### src/rtl/id_stage_pipe_if.sv
// Handshake/bus bundle between IF/ID, the decode stage and EX.
// Optional out_illegal exists only when ID_ILLEGAL_TRAP_EN is defined.
interface id_stage_pipe_if #(
    parameter int XLEN             = 32,
    parameter int REG_NUM_BITWIDTH = 5,
    parameter int INST_BITWIDTH    = 32
);
    logic                        in_valid;
    logic                        in_ready;
    logic [INST_BITWIDTH-1:0]    in_inst;
    logic [XLEN-1:0]             in_pc;
    logic                        flush;

    logic                        out_valid;
    logic                        out_ready;
    logic [XLEN-1:0]             out_pc;
    logic [REG_NUM_BITWIDTH-1:0] out_rs1;
    logic [REG_NUM_BITWIDTH-1:0] out_rs2;
    logic [REG_NUM_BITWIDTH-1:0] out_rd;
    logic [XLEN-1:0]             out_imm;
    logic [6:0]                  out_opcode;
    logic [3:0]                  out_alu_fn;
    logic                        out_branch;
    logic                        out_jump;
    logic                        out_mem_read;
    logic                        out_mem_to_reg;
    logic                        out_mem_write;
    logic                        out_alu_src;
    logic                        out_reg_write;
    logic [1:0]                  out_alu_op;
    logic                        hazard_stall;
`ifdef ID_ILLEGAL_TRAP_EN
    logic                        out_illegal;
`endif

    modport master (
        output in_valid, in_inst, in_pc, flush, out_ready,
        input  in_ready, out_valid, out_pc, out_rs1, out_rs2, out_rd, out_imm,
               out_opcode, out_alu_fn, out_branch, out_jump, out_mem_read,
               out_mem_to_reg, out_mem_write, out_alu_src, out_reg_write,
               out_alu_op, hazard_stall
`ifdef ID_ILLEGAL_TRAP_EN
             , out_illegal
`endif
    );

    modport slave (
        input  in_valid, in_inst, in_pc, flush, out_ready,
        output in_ready, out_valid, out_pc, out_rs1, out_rs2, out_rd, out_imm,
               out_opcode, out_alu_fn, out_branch, out_jump, out_mem_read,
               out_mem_to_reg, out_mem_write, out_alu_src, out_reg_write,
               out_alu_op, hazard_stall
`ifdef ID_ILLEGAL_TRAP_EN
             , out_illegal
`endif
    );
endinterface

### src/rtl/id_stage_pipe.sv
// RV32I instruction-decode stage: registered bundle with valid/ready, load-use bubble and flush.
// Define ID_ILLEGAL_TRAP_EN to add out_illegal and squash control for illegal encodings.
module id_stage_pipe #(
    parameter int XLEN             = 32,
    parameter int REG_NUM_BITWIDTH = 5,
    parameter int INST_BITWIDTH    = 32
) (
    input  logic               clk,
    input  logic               rst_n,
    id_stage_pipe_if.slave     bus
);

    localparam logic [6:0] OP_R      = 7'b0110011;
    localparam logic [6:0] OP_LOAD   = 7'b0000011;
    localparam logic [6:0] OP_IMM    = 7'b0010011;
    localparam logic [6:0] OP_STORE  = 7'b0100011;
    localparam logic [6:0] OP_BRANCH = 7'b1100011;
    localparam logic [6:0] OP_JAL    = 7'b1101111;
    localparam logic [6:0] OP_JALR   = 7'b1100111;
    localparam logic [6:0] OP_LUI    = 7'b0110111;
    localparam logic [6:0] OP_AUIPC  = 7'b0010111;

    typedef struct packed {
        logic [XLEN-1:0]             pc;
        logic [REG_NUM_BITWIDTH-1:0] rs1;
        logic [REG_NUM_BITWIDTH-1:0] rs2;
        logic [REG_NUM_BITWIDTH-1:0] rd;
        logic [XLEN-1:0]             imm;
        logic [6:0]                  opcode;
        logic [3:0]                  alu_fn;
        logic                        branch;
        logic                        jump;
        logic                        mem_read;
        logic                        mem_to_reg;
        logic                        mem_write;
        logic                        alu_src;
        logic                        reg_write;
        logic [1:0]                  alu_op;
`ifdef ID_ILLEGAL_TRAP_EN
        logic                        illegal;
`endif
    } bundle_t;

    bundle_t     bundle_q, bundle_d;
    bundle_t     dec;
    logic        valid_q, valid_d;
    logic        stall_q, stall_d;

    logic [31:0] inst;
    logic [6:0]  opcode;
    logic [31:0] imm32;
    logic        rs1_used;
    logic        rs2_used;
    logic        adv;
    logic        hazard;
    logic        accept;

    assign inst   = bus.in_inst[31:0];
    assign opcode = inst[6:0];

    // Combinational decode of the offered instruction; captured only on accept.
    always_comb begin
        dec        = '0;
        imm32      = 32'd0;
        dec.pc     = bus.in_pc;
        dec.rs1    = REG_NUM_BITWIDTH'(inst[19:15]);
        dec.rs2    = REG_NUM_BITWIDTH'(inst[24:20]);
        dec.rd     = REG_NUM_BITWIDTH'(inst[11:7]);
        dec.opcode = opcode;
        dec.alu_fn = {inst[30], inst[14:12]};

        case (opcode)
            OP_R: begin
                dec.reg_write = 1'b1;
                dec.alu_op    = 2'b10;
            end
            OP_LOAD: begin
                dec.mem_read   = 1'b1;
                dec.mem_to_reg = 1'b1;
                dec.alu_src    = 1'b1;
                dec.reg_write  = 1'b1;
                dec.alu_op     = 2'b00;
                imm32          = {{20{inst[31]}}, inst[31:20]};
            end
            OP_IMM: begin
                dec.alu_src   = 1'b1;
                dec.reg_write = 1'b1;
                dec.alu_op    = 2'b11;
                imm32         = {{20{inst[31]}}, inst[31:20]};
            end
            OP_STORE: begin
                dec.mem_write = 1'b1;
                dec.alu_src   = 1'b1;
                dec.alu_op    = 2'b00;
                imm32         = {{20{inst[31]}}, inst[31:25], inst[11:7]};
            end
            OP_BRANCH: begin
                dec.branch = 1'b1;
                dec.alu_op = 2'b01;
                imm32      = {{19{inst[31]}}, inst[31], inst[7], inst[30:25], inst[11:8], 1'b0};
            end
            OP_JAL: begin
                dec.jump      = 1'b1;
                dec.reg_write = 1'b1;
                imm32         = {{11{inst[31]}}, inst[31], inst[19:12], inst[20], inst[30:21], 1'b0};
            end
            OP_JALR: begin
                dec.jump      = 1'b1;
                dec.reg_write = 1'b1;
                dec.alu_src   = 1'b1;
                imm32         = {{20{inst[31]}}, inst[31:20]};
            end
            OP_LUI, OP_AUIPC: begin
                dec.reg_write = 1'b1;
                dec.alu_src   = 1'b1;
                dec.alu_op    = 2'b00;
                imm32         = {inst[31:12], 12'd0};
            end
            default: begin
            end
        endcase

        // Sign-extending cast keeps XLEN > 32 builds correct without zero-width replications.
        dec.imm = XLEN'($signed(imm32));

`ifdef ID_ILLEGAL_TRAP_EN
        case (opcode)
            OP_R:      dec.illegal = (inst[31:25] != 7'b0000000) && (inst[31:25] != 7'b0100000);
            OP_LOAD, OP_IMM, OP_STORE, OP_BRANCH,
            OP_JAL, OP_JALR, OP_LUI, OP_AUIPC:
                       dec.illegal = 1'b0;
            default:   dec.illegal = 1'b1;
        endcase
        if (dec.illegal) begin
            dec.branch     = 1'b0;
            dec.jump       = 1'b0;
            dec.mem_read   = 1'b0;
            dec.mem_to_reg = 1'b0;
            dec.mem_write  = 1'b0;
            dec.alu_src    = 1'b0;
            dec.reg_write  = 1'b0;
            dec.alu_op     = 2'b00;
        end
`endif
    end

    // Source-register usage of the offered instruction, for the load-use check.
    assign rs1_used = (opcode != OP_LUI) && (opcode != OP_AUIPC) && (opcode != OP_JAL);
    assign rs2_used = (opcode == OP_R) || (opcode == OP_STORE) || (opcode == OP_BRANCH);

    assign hazard = bus.in_valid && valid_q && bundle_q.mem_read &&
                    (bundle_q.rd != '0) &&
                    ((rs1_used && (dec.rs1 == bundle_q.rd)) ||
                     (rs2_used && (dec.rs2 == bundle_q.rd)));

    assign adv    = !valid_q || bus.out_ready;
    assign accept = bus.in_valid && adv && !hazard;

    // Flush consumes whatever is offered so fetch can move on to the redirect target.
    assign bus.in_ready = bus.flush || (adv && !hazard);

    always_comb begin
        bundle_d = bundle_q;
        valid_d  = valid_q;
        stall_d  = 1'b0;
        if (bus.flush) begin
            valid_d = 1'b0;
        end else if (accept) begin
            bundle_d = dec;
            valid_d  = 1'b1;
        end else if (hazard && bus.out_ready) begin
            valid_d = 1'b0;
            stall_d = 1'b1;
        end else if (adv && !bus.in_valid) begin
            valid_d = 1'b0;
        end
    end

    always_ff @(posedge clk or negedge rst_n) begin
        if (!rst_n) begin
            valid_q  <= 1'b0;
            stall_q  <= 1'b0;
            bundle_q <= '0;
        end else begin
            valid_q  <= valid_d;
            stall_q  <= stall_d;
            bundle_q <= bundle_d;
        end
    end

    assign bus.out_valid      = valid_q;
    assign bus.hazard_stall   = stall_q;
    assign bus.out_pc         = bundle_q.pc;
    assign bus.out_rs1        = bundle_q.rs1;
    assign bus.out_rs2        = bundle_q.rs2;
    assign bus.out_rd         = bundle_q.rd;
    assign bus.out_imm        = bundle_q.imm;
    assign bus.out_opcode     = bundle_q.opcode;
    assign bus.out_alu_fn     = bundle_q.alu_fn;
    assign bus.out_branch     = bundle_q.branch;
    assign bus.out_jump       = bundle_q.jump;
    assign bus.out_mem_read   = bundle_q.mem_read;
    assign bus.out_mem_to_reg = bundle_q.mem_to_reg;
    assign bus.out_mem_write  = bundle_q.mem_write;
    assign bus.out_alu_src    = bundle_q.alu_src;
    assign bus.out_reg_write  = bundle_q.reg_write;
    assign bus.out_alu_op     = bundle_q.alu_op;
`ifdef ID_ILLEGAL_TRAP_EN
    assign bus.out_illegal    = bundle_q.illegal;
`endif

endmodule
### src/flat_wrapper.sv
// flat-port wrapper written by rule: the top's interface ports become plain ports
module id_stage_pipe_flat 
#(
    parameter int XLEN             = 32,
    parameter int REG_NUM_BITWIDTH = 5,
    parameter int INST_BITWIDTH    = 32
)
  (clk, rst_n, bus_in_valid, bus_in_inst, bus_in_pc, bus_flush, bus_out_ready, bus_in_ready, bus_out_valid, bus_out_pc, bus_out_rs1, bus_out_rs2, bus_out_rd, bus_out_imm, bus_out_opcode, bus_out_alu_fn, bus_out_branch, bus_out_jump, bus_out_mem_read, bus_out_mem_to_reg, bus_out_mem_write, bus_out_alu_src, bus_out_reg_write, bus_out_alu_op, bus_hazard_stall);
  id_stage_pipe_if #(.XLEN(XLEN), .REG_NUM_BITWIDTH(REG_NUM_BITWIDTH), .INST_BITWIDTH(INST_BITWIDTH)) bus_i ();
  input  logic clk;
  input  logic rst_n;
  input wire logic [$bits(bus_i.in_valid)-1:0] bus_in_valid;
  input wire logic [$bits(bus_i.in_inst)-1:0] bus_in_inst;
  input wire logic [$bits(bus_i.in_pc)-1:0] bus_in_pc;
  input wire logic [$bits(bus_i.flush)-1:0] bus_flush;
  input wire logic [$bits(bus_i.out_ready)-1:0] bus_out_ready;
  output wire logic [$bits(bus_i.in_ready)-1:0] bus_in_ready;
  output wire logic [$bits(bus_i.out_valid)-1:0] bus_out_valid;
  output wire logic [$bits(bus_i.out_pc)-1:0] bus_out_pc;
  output wire logic [$bits(bus_i.out_rs1)-1:0] bus_out_rs1;
  output wire logic [$bits(bus_i.out_rs2)-1:0] bus_out_rs2;
  output wire logic [$bits(bus_i.out_rd)-1:0] bus_out_rd;
  output wire logic [$bits(bus_i.out_imm)-1:0] bus_out_imm;
  output wire logic [$bits(bus_i.out_opcode)-1:0] bus_out_opcode;
  output wire logic [$bits(bus_i.out_alu_fn)-1:0] bus_out_alu_fn;
  output wire logic [$bits(bus_i.out_branch)-1:0] bus_out_branch;
  output wire logic [$bits(bus_i.out_jump)-1:0] bus_out_jump;
  output wire logic [$bits(bus_i.out_mem_read)-1:0] bus_out_mem_read;
  output wire logic [$bits(bus_i.out_mem_to_reg)-1:0] bus_out_mem_to_reg;
  output wire logic [$bits(bus_i.out_mem_write)-1:0] bus_out_mem_write;
  output wire logic [$bits(bus_i.out_alu_src)-1:0] bus_out_alu_src;
  output wire logic [$bits(bus_i.out_reg_write)-1:0] bus_out_reg_write;
  output wire logic [$bits(bus_i.out_alu_op)-1:0] bus_out_alu_op;
  output wire logic [$bits(bus_i.hazard_stall)-1:0] bus_hazard_stall;
  assign bus_i.in_valid = bus_in_valid;
  assign bus_i.in_inst = bus_in_inst;
  assign bus_i.in_pc = bus_in_pc;
  assign bus_i.flush = bus_flush;
  assign bus_i.out_ready = bus_out_ready;
  assign bus_in_ready = bus_i.in_ready;
  assign bus_out_valid = bus_i.out_valid;
  assign bus_out_pc = bus_i.out_pc;
  assign bus_out_rs1 = bus_i.out_rs1;
  assign bus_out_rs2 = bus_i.out_rs2;
  assign bus_out_rd = bus_i.out_rd;
  assign bus_out_imm = bus_i.out_imm;
  assign bus_out_opcode = bus_i.out_opcode;
  assign bus_out_alu_fn = bus_i.out_alu_fn;
  assign bus_out_branch = bus_i.out_branch;
  assign bus_out_jump = bus_i.out_jump;
  assign bus_out_mem_read = bus_i.out_mem_read;
  assign bus_out_mem_to_reg = bus_i.out_mem_to_reg;
  assign bus_out_mem_write = bus_i.out_mem_write;
  assign bus_out_alu_src = bus_i.out_alu_src;
  assign bus_out_reg_write = bus_i.out_reg_write;
  assign bus_out_alu_op = bus_i.out_alu_op;
  assign bus_hazard_stall = bus_i.hazard_stall;
  id_stage_pipe #(.XLEN(XLEN), .REG_NUM_BITWIDTH(REG_NUM_BITWIDTH), .INST_BITWIDTH(INST_BITWIDTH)) u_core (.clk(clk), .rst_n(rst_n), .bus(bus_i));
endmodule
### config.mk
export PLATFORM = sky130hd
export DESIGN_NAME = id_stage_pipe_flat
export DESIGN_NICKNAME = d
export VERILOG_FILES = /design/src/rtl/id_stage_pipe_if.sv /design/src/rtl/id_stage_pipe.sv /design/src/flat_wrapper.sv
export SDC_FILE = /design/constraint.sdc
export NUM_CORES = 1
export LEC_CHECK = 0
export ABC_AREA = 1
export CAP_MARGIN = 0
export CORE_UTILIZATION = 30
export CTS_CLUSTER_SIZE = 24
export DETAILED_ROUTE_END_ITERATION = 8
export DONT_BUFFER_PORTS = 1
export HOLD_SLACK_MARGIN = 0.12
export SYNTH_ARGS = -nofsm -noshare
export SYNTH_HDL_FRONTEND = slang
export SYNTH_SLANG_ARGS = --single-unit
### constraint.sdc
create_clock -name clk -period 3.2 [get_ports clk]
set_clock_uncertainty 0.2 [all_clocks]
set_input_delay 0.16 -clock clk [delete_from_list [all_inputs] [get_ports clk]]
set_output_delay 0.16 -clock clk [all_outputs]
set_load 0.01 [all_outputs]
# Yosys cells after proc, flatten, opt, wreduce, memory -nomap -nowiden
# Index checks and enable logic that the tools add are counted.
dict set report word_totals {
  ff_bits 101
  inputBits 69
  out_inout_bits 102
  word_cells 76
}
dict set report op_classes {
  eq_ne 14
  n_mux 15
  bitwise 1
  n_reduce_logical 29
}
# cell n
set op_table {}
lappend op_table {{32-bit case mux with 5 select lines} 1}
lappend op_table {{7-bit by 6-bit equality test with 1-bit output (second input constant)} 3}
lappend op_table {{7-bit equality test (second input constant)} 3}
lappend op_table {{7-bit by 5-bit equality test with 1-bit output (second input constant)} 2}
lappend op_table {{1-bit logical AND} 13}
lappend op_table {{1-bit 2-to-1 mux} 12}
lappend op_table {{5-bit equality test} 2}
lappend op_table {{7-bit by 2-bit equality test with 1-bit output (second input constant)} 1}
lappend op_table {{7-bit by 5-bit inequality test with 1-bit output (second input constant)} 1}
lappend op_table {{7-bit by 6-bit inequality test with 1-bit output (second input constant)} 1}
lappend op_table {{7-bit inequality test (second input constant)} 1}
lappend op_table {{7-bit OR reduction} 1}
lappend op_table {{2-bit case mux with 3 select lines} 1}
lappend op_table {{6-bit OR reduction} 1}
lappend op_table {{1-bit logical OR} 5}
lappend op_table {{5-bit nonzero test} 1}
lappend op_table {{4-bit nonzero test} 1}
lappend op_table {{2-bit OR reduction} 2}
lappend op_table {{1-bit logical NOT} 3}
lappend op_table {{3-bit OR reduction} 1}
lappend op_table {{2-bit 2-to-1 mux} 1}
lappend op_table {{2-bit AND reduction} 1}
lappend op_table {{1-bit inverter} 1}

# Depth between registers and ports, before layout
dict set report depth {
  depth_word 10
  mapped_depth 14
  ltp_nobuf 12
}

# Worst setup path after synthesis
# Ideal clock, no wire load.
dict set report synth_path {
  path_kind {register -> register}
  start {reg u_core.valid_q, in the netlist u_core.bus.out_valid}
  end {reg u_core.bundle_q (netlist bit u_core.bus.out_imm[22])}
  setup_ps 66
  t_arrival_ps 1556
  required_time_ps 2934
  slack_ps 1378
  stages_incl_launch_ff 8
  path_buffers 2
  period_less_slack_ps 1822
  path_cell_list {dfrtp_1 > nand2_1 > inv_1 > nor2_2 > clkbuf_1 > clkbuf_1 > nand4_1 > nand2_1}
}
dict set report synth_between {
  elab_chain_cells 7
  elab_cells_between_ends 10
  cone_classes {10 x reduce/logical}
}
# element line
set synth_rtl {}
lappend synth_rtl {{from (decl)} id_stage_pipe.sv:46} ;# logic valid_q, valid_d;
lappend synth_rtl {{from (signal assigned)} id_stage_pipe.sv:185} ;# valid_q <= valid_d;
lappend synth_rtl {{1-bit logical AND (3 in series)} id_stage_pipe.sv:151} ;# assign hazard = bus.in_valid && valid_q && bundle_q.mem_read &&
lappend synth_rtl {{1-bit logical AND} id_stage_pipe.sv:152} ;# (bundle_q.rd != '0) &&
lappend synth_rtl {{1-bit logical NOT} id_stage_pipe.sv:157} ;# assign accept = bus.in_valid && adv && !hazard;
lappend synth_rtl {{1-bit logical AND (*)} id_stage_pipe.sv:157}
lappend synth_rtl {{2-bit AND reduction (no source line) (*)} n/a}
lappend synth_rtl {{to (signal assigned)} id_stage_pipe.sv:187} ;# bundle_q <= bundle_d;
lappend synth_rtl {{to (decl)} id_stage_pipe.sv:44} ;# bundle_t bundle_q, bundle_d;
# Mark *: on every way between the ends. The rest lies on a longest branch, timed or not.
# A chain may end at the register's enable or synchronous reset.

# Final worst setup path
dict set report layout_path {
  start {in bus_in_inst[6]}
  end {reg u_core.bundle_q (netlist bit u_core.bus.out_pc[7])}
}
dict set report layout_between {
  elab_chain_cells 9
  elab_cells_between_ends 17
  cone_classes {6 x eq/ne; 11 x reduce/logical}
}
# element line
set layout_rtl {}
lappend layout_rtl {{from (decl)} flat_wrapper.sv:13} ;# input wire logic [$bits(bus_i.in_inst)-1:0] bus_in_inst;
lappend layout_rtl {{7-bit by 6-bit inequality test with 1-bit output, or another cell as far along} id_stage_pipe.sv:148} ;# assign rs1_used = (opcode != OP_LUI) && (opcode != OP_AUIPC) && (opcode != OP_JAL);
lappend layout_rtl {{1-bit logical AND / 1-bit logical OR (equally long branches) (2 in series)} {id_stage_pipe.sv:148, id_stage_pipe.sv:149}}
lappend layout_rtl {{1-bit logical AND, on equally long branches} {id_stage_pipe.sv:153, id_stage_pipe.sv:154}}
lappend layout_rtl {{1-bit logical OR (*)} id_stage_pipe.sv:153} ;# ((rs1_used && (dec.rs1 == bundle_q.rd)) ||
lappend layout_rtl {{1-bit logical AND (*)} id_stage_pipe.sv:152}
lappend layout_rtl {{1-bit logical NOT (*)} id_stage_pipe.sv:157}
lappend layout_rtl {{1-bit logical AND (*)} id_stage_pipe.sv:157}
lappend layout_rtl {{2-bit AND reduction (no source line) (*)} n/a}
# Marked as above.

==> metrics.txt <==
clk sinks=100; io pins=171; Post-Layout Cell Count=about 880; Worst Hold Launch=bus_in_inst[3]; final worst slack=0.2117 ns; Die W=about 130 um; I/O Buffers=0; iteration count of the initial detailed-routing pass=5; Avg Inst Size Synth=7.948 um^2; final slew viol count=0; die height=about 130 um; postcts setup bufs=0; Worst R2R Path Depth=12; Crit Reg-Reg Startpoint=u_core.bus.out_rd[2]$_DFFE_PN0P_; synthesized area=between 4000 and 5000 um^2; Die ar.=16620 um^2; first-pass GRT wire length=25.05 mm; Critical Path RT=3.23 ns; synthesized instance count=just over 600; top cell type's share of synthesized area=0.5179; post-route ant nets=0; fin nets=around 730; crit path capture type=flip-flop; maximum clock rate=about 330 MHz; DR WL/cell=around 19 um; Max VDD drop=about 0.25 mV; largest net degree at the start of global routing=101; routed vias/inst=a little over 5; synth warn=0; CTS max path bufs=2; remaining global-route overflow=0; crit share post-route=0.9338; Clock Latency Late Sink=roughly 0.35 ns; Syn Nets=approximately 680; Worst Tran Pin Value=roughly 1.1 ns; RSZ-0062 raised after global routing=false; Detailed Route Iter0 Violations=just under 300; post-layout min period=between 2 and 3 ns; aggregate global-route resource usage=0.2007; Post-synth EDFFs=0; Area Overhead vs Synth=26.13%; Hold Path Depth=5; distinct cell type count after synthesis=25; Data arrival, critical path=~3 ns; WS Path Type=input port to flip-flop; Max-cap violations=0; leak pwr=between 0.003 and 0.004 uW; Cell Pwr Density=~500 nW/um^2; Starting Density=0.3053; Synth Flop Type=dfrtp_1; CTS tree=done; detailed placement HPWL=10.03 mm; Final Hold Viols=0; Clock Pin Slew Worst Setup and Hold Paths=0.07 ns; Synth area leaders=dfrtp_1, nand2_1, nand4_1; Root Buffer=clkbuf_16; largest driver fanout on the critical path=34; Fin Setup TNS=0 ns; Setup-failing EPs final=0; outcome=finished clean; Vias=about 4500; register area share after synthesis=0.5179; row count=between 40 and 50; ratio of cells with drive above 1 in the final layout=0.05723; DR DRC count=0; worst min path class=input port to flip-flop; Total Routed Length=approximately 16 mm; Max H-tree Level=3; fin util=0.3851; Yosys top cell by area=dfrtp_1; Setup crit start kind=input port; CORE AREA=15830 um^2; vias in the first global route=approximately 4300; synthesis-stage register bit count=100; Post-Place Worst Slack=0.6510 ns; CTS Buf Count=9; # placed instances=786; Setup crit start=bus_in_inst[6]; initial antenna violation count=1; Rel. slew slack=0.2589; fillcell total=1624; ys async rst share=1.000; global placer's final weighted congestion=around 0.83
==> placed cells by master, fill, tap and decap left out, types with 3 or more instances in the layout <==
cell,instances
nor2_1,22
inv_1,24
nand2_1,265
dfrtp_1,100
nand3_1,13
clkbuf_16,10
nand4_1,103
o211ai_1,8
buf_4,7
xor2_1,3
dlygate4sd3_1,77
xnor2_1,3
inv_2,3
==> critical path, stage by stage <==
cell	delay, ns
dlygate4sd3_1	0.66
nor2_2	0.18
nand3_2	0.26
nand2_4	0.22
inv_2	0.05
nand3_1	0.08
nand2_1	0.08
nand2_4	0.26
nand3_4	0.10
buf_4	0.27
nand2_1	0.10
nand2_1	0.04
dlygate4sd3_1	0.55
==> layout make-up <==
type | instances | area (um^2) | share of cell area
Sequential cell | 100 | 2502 | 0.4106
Timing Repair Buffer | 87 | 903.4 | 0.1482
Clock inverter | 5 | 37.54 | 0.006159
Antenna cell | 1 | 2.502 | 0.0004106
Tap cell | 216 | 270.3 | 0.04434
Multi-Input combinational cell | 434 | 2033 | 0.3336
Clock buffer | 10 | 239.0 | 0.03921
Inverter | 28 | 106.4 | 0.01745
==> where the power goes <==
part,internal [uW],switching [uW],total (uW)
registers,1400,182,1580
clock network,548,499,1050
logic,161,240,401
total,2100,921,3030
==> state kept, by name, summed over array words and instances (netlist names), 2 cells and up <==
| signal | cells |
|---|---|
| u_core.bus.out_rs2 | 5 |
| u_core.bus.out_alu_fn | 4 |
| u_core.bus.out_rs1 | 5 |
| u_core.bus.out_opcode | 7 |
| u_core.bus.out_imm | 32 |
| u_core.bus.out_rd | 5 |
| u_core.bus.out_alu_op | 2 |
| u_core.bus.out_pc | 32 |
==> layer usage <==
layer,GRT usage,part of all wire,up-vias
li1,-,-,2130
met3,0.06071,0.082,23
met2,0.3075,0.47,164
met4,0.07266,0.022,0
met5,0,0,-
met1,0.2673,0.43,2170
==> cell usage after synthesis (3+ instances only) <==
master / instances
o211ai_1: 8
buf_2: 17
inv_2: 3
xor2_1: 3
xnor2_1: 3
inv_1: 25
nor2_1: 22
nand2_1: 266
clkbuf_1: 24
dfrtp_1: 100
nand4_1: 103
nand3_1: 14
==> logic make-up (layout without fill, tap and decap cells) <==
family	Yosys count	count (layout)	share of synthesized area
other	0	1	0
buffers and inverters	74	130	0.06654
flip-flops	100	100	0.5179
XOR/XNOR	6	6	0.01088
AND/OR/NAND/NOR	414	414	0.3856
AO/OA/AOI/OAI	14	14	0.01916
==> what timing repair did <==
item / in CTS / in global routing
endpoints found under the hold margin: 200 / 0
resized for setup: 0 / 2
hold buffers: 78 / 0
endpoints found under the setup margin: 0 / 10
==> per-stage QoR <==
step	power, uW	hold slack (ns)	instance area (um^2)
2_1_floorplan	1787	-0.3356	4832
5_1_grt	3179	0.1566	6095
3_5_place_dp	1881	-0.3338	4980
3_3_place_gp	1874	-0.3340	4980
4_1_cts	3066	0.1289	6055
6_report	3026	0.1220	6095
==> final timing paths <==
| kind | to | slack, ns |
|---|---|---|
| worst max-delay path | u_core.bus.out_pc[7]$_DFFE_PN0P_ | 0.21 |
| worst min-delay path | u_core.bus.out_alu_src$_DFFE_PN0P_ | 0.12 |
| worst max register to register | u_core.bus.out_pc[7]$_DFFE_PN0P_ | 0.47 |
| worst min register to register | u_core.bus.out_pc[2]$_DFFE_PN0P_ | 0.34 |
| max in group asynchronous | u_core.bus.out_mem_read$_DFFE_PN0P_ | 2.20 |
| min in group asynchronous | u_core.bus.out_rs2[2]$_DFFE_PN0P_ | 0.23 |
No activity file was read; power rests on OpenSTA's default activity.
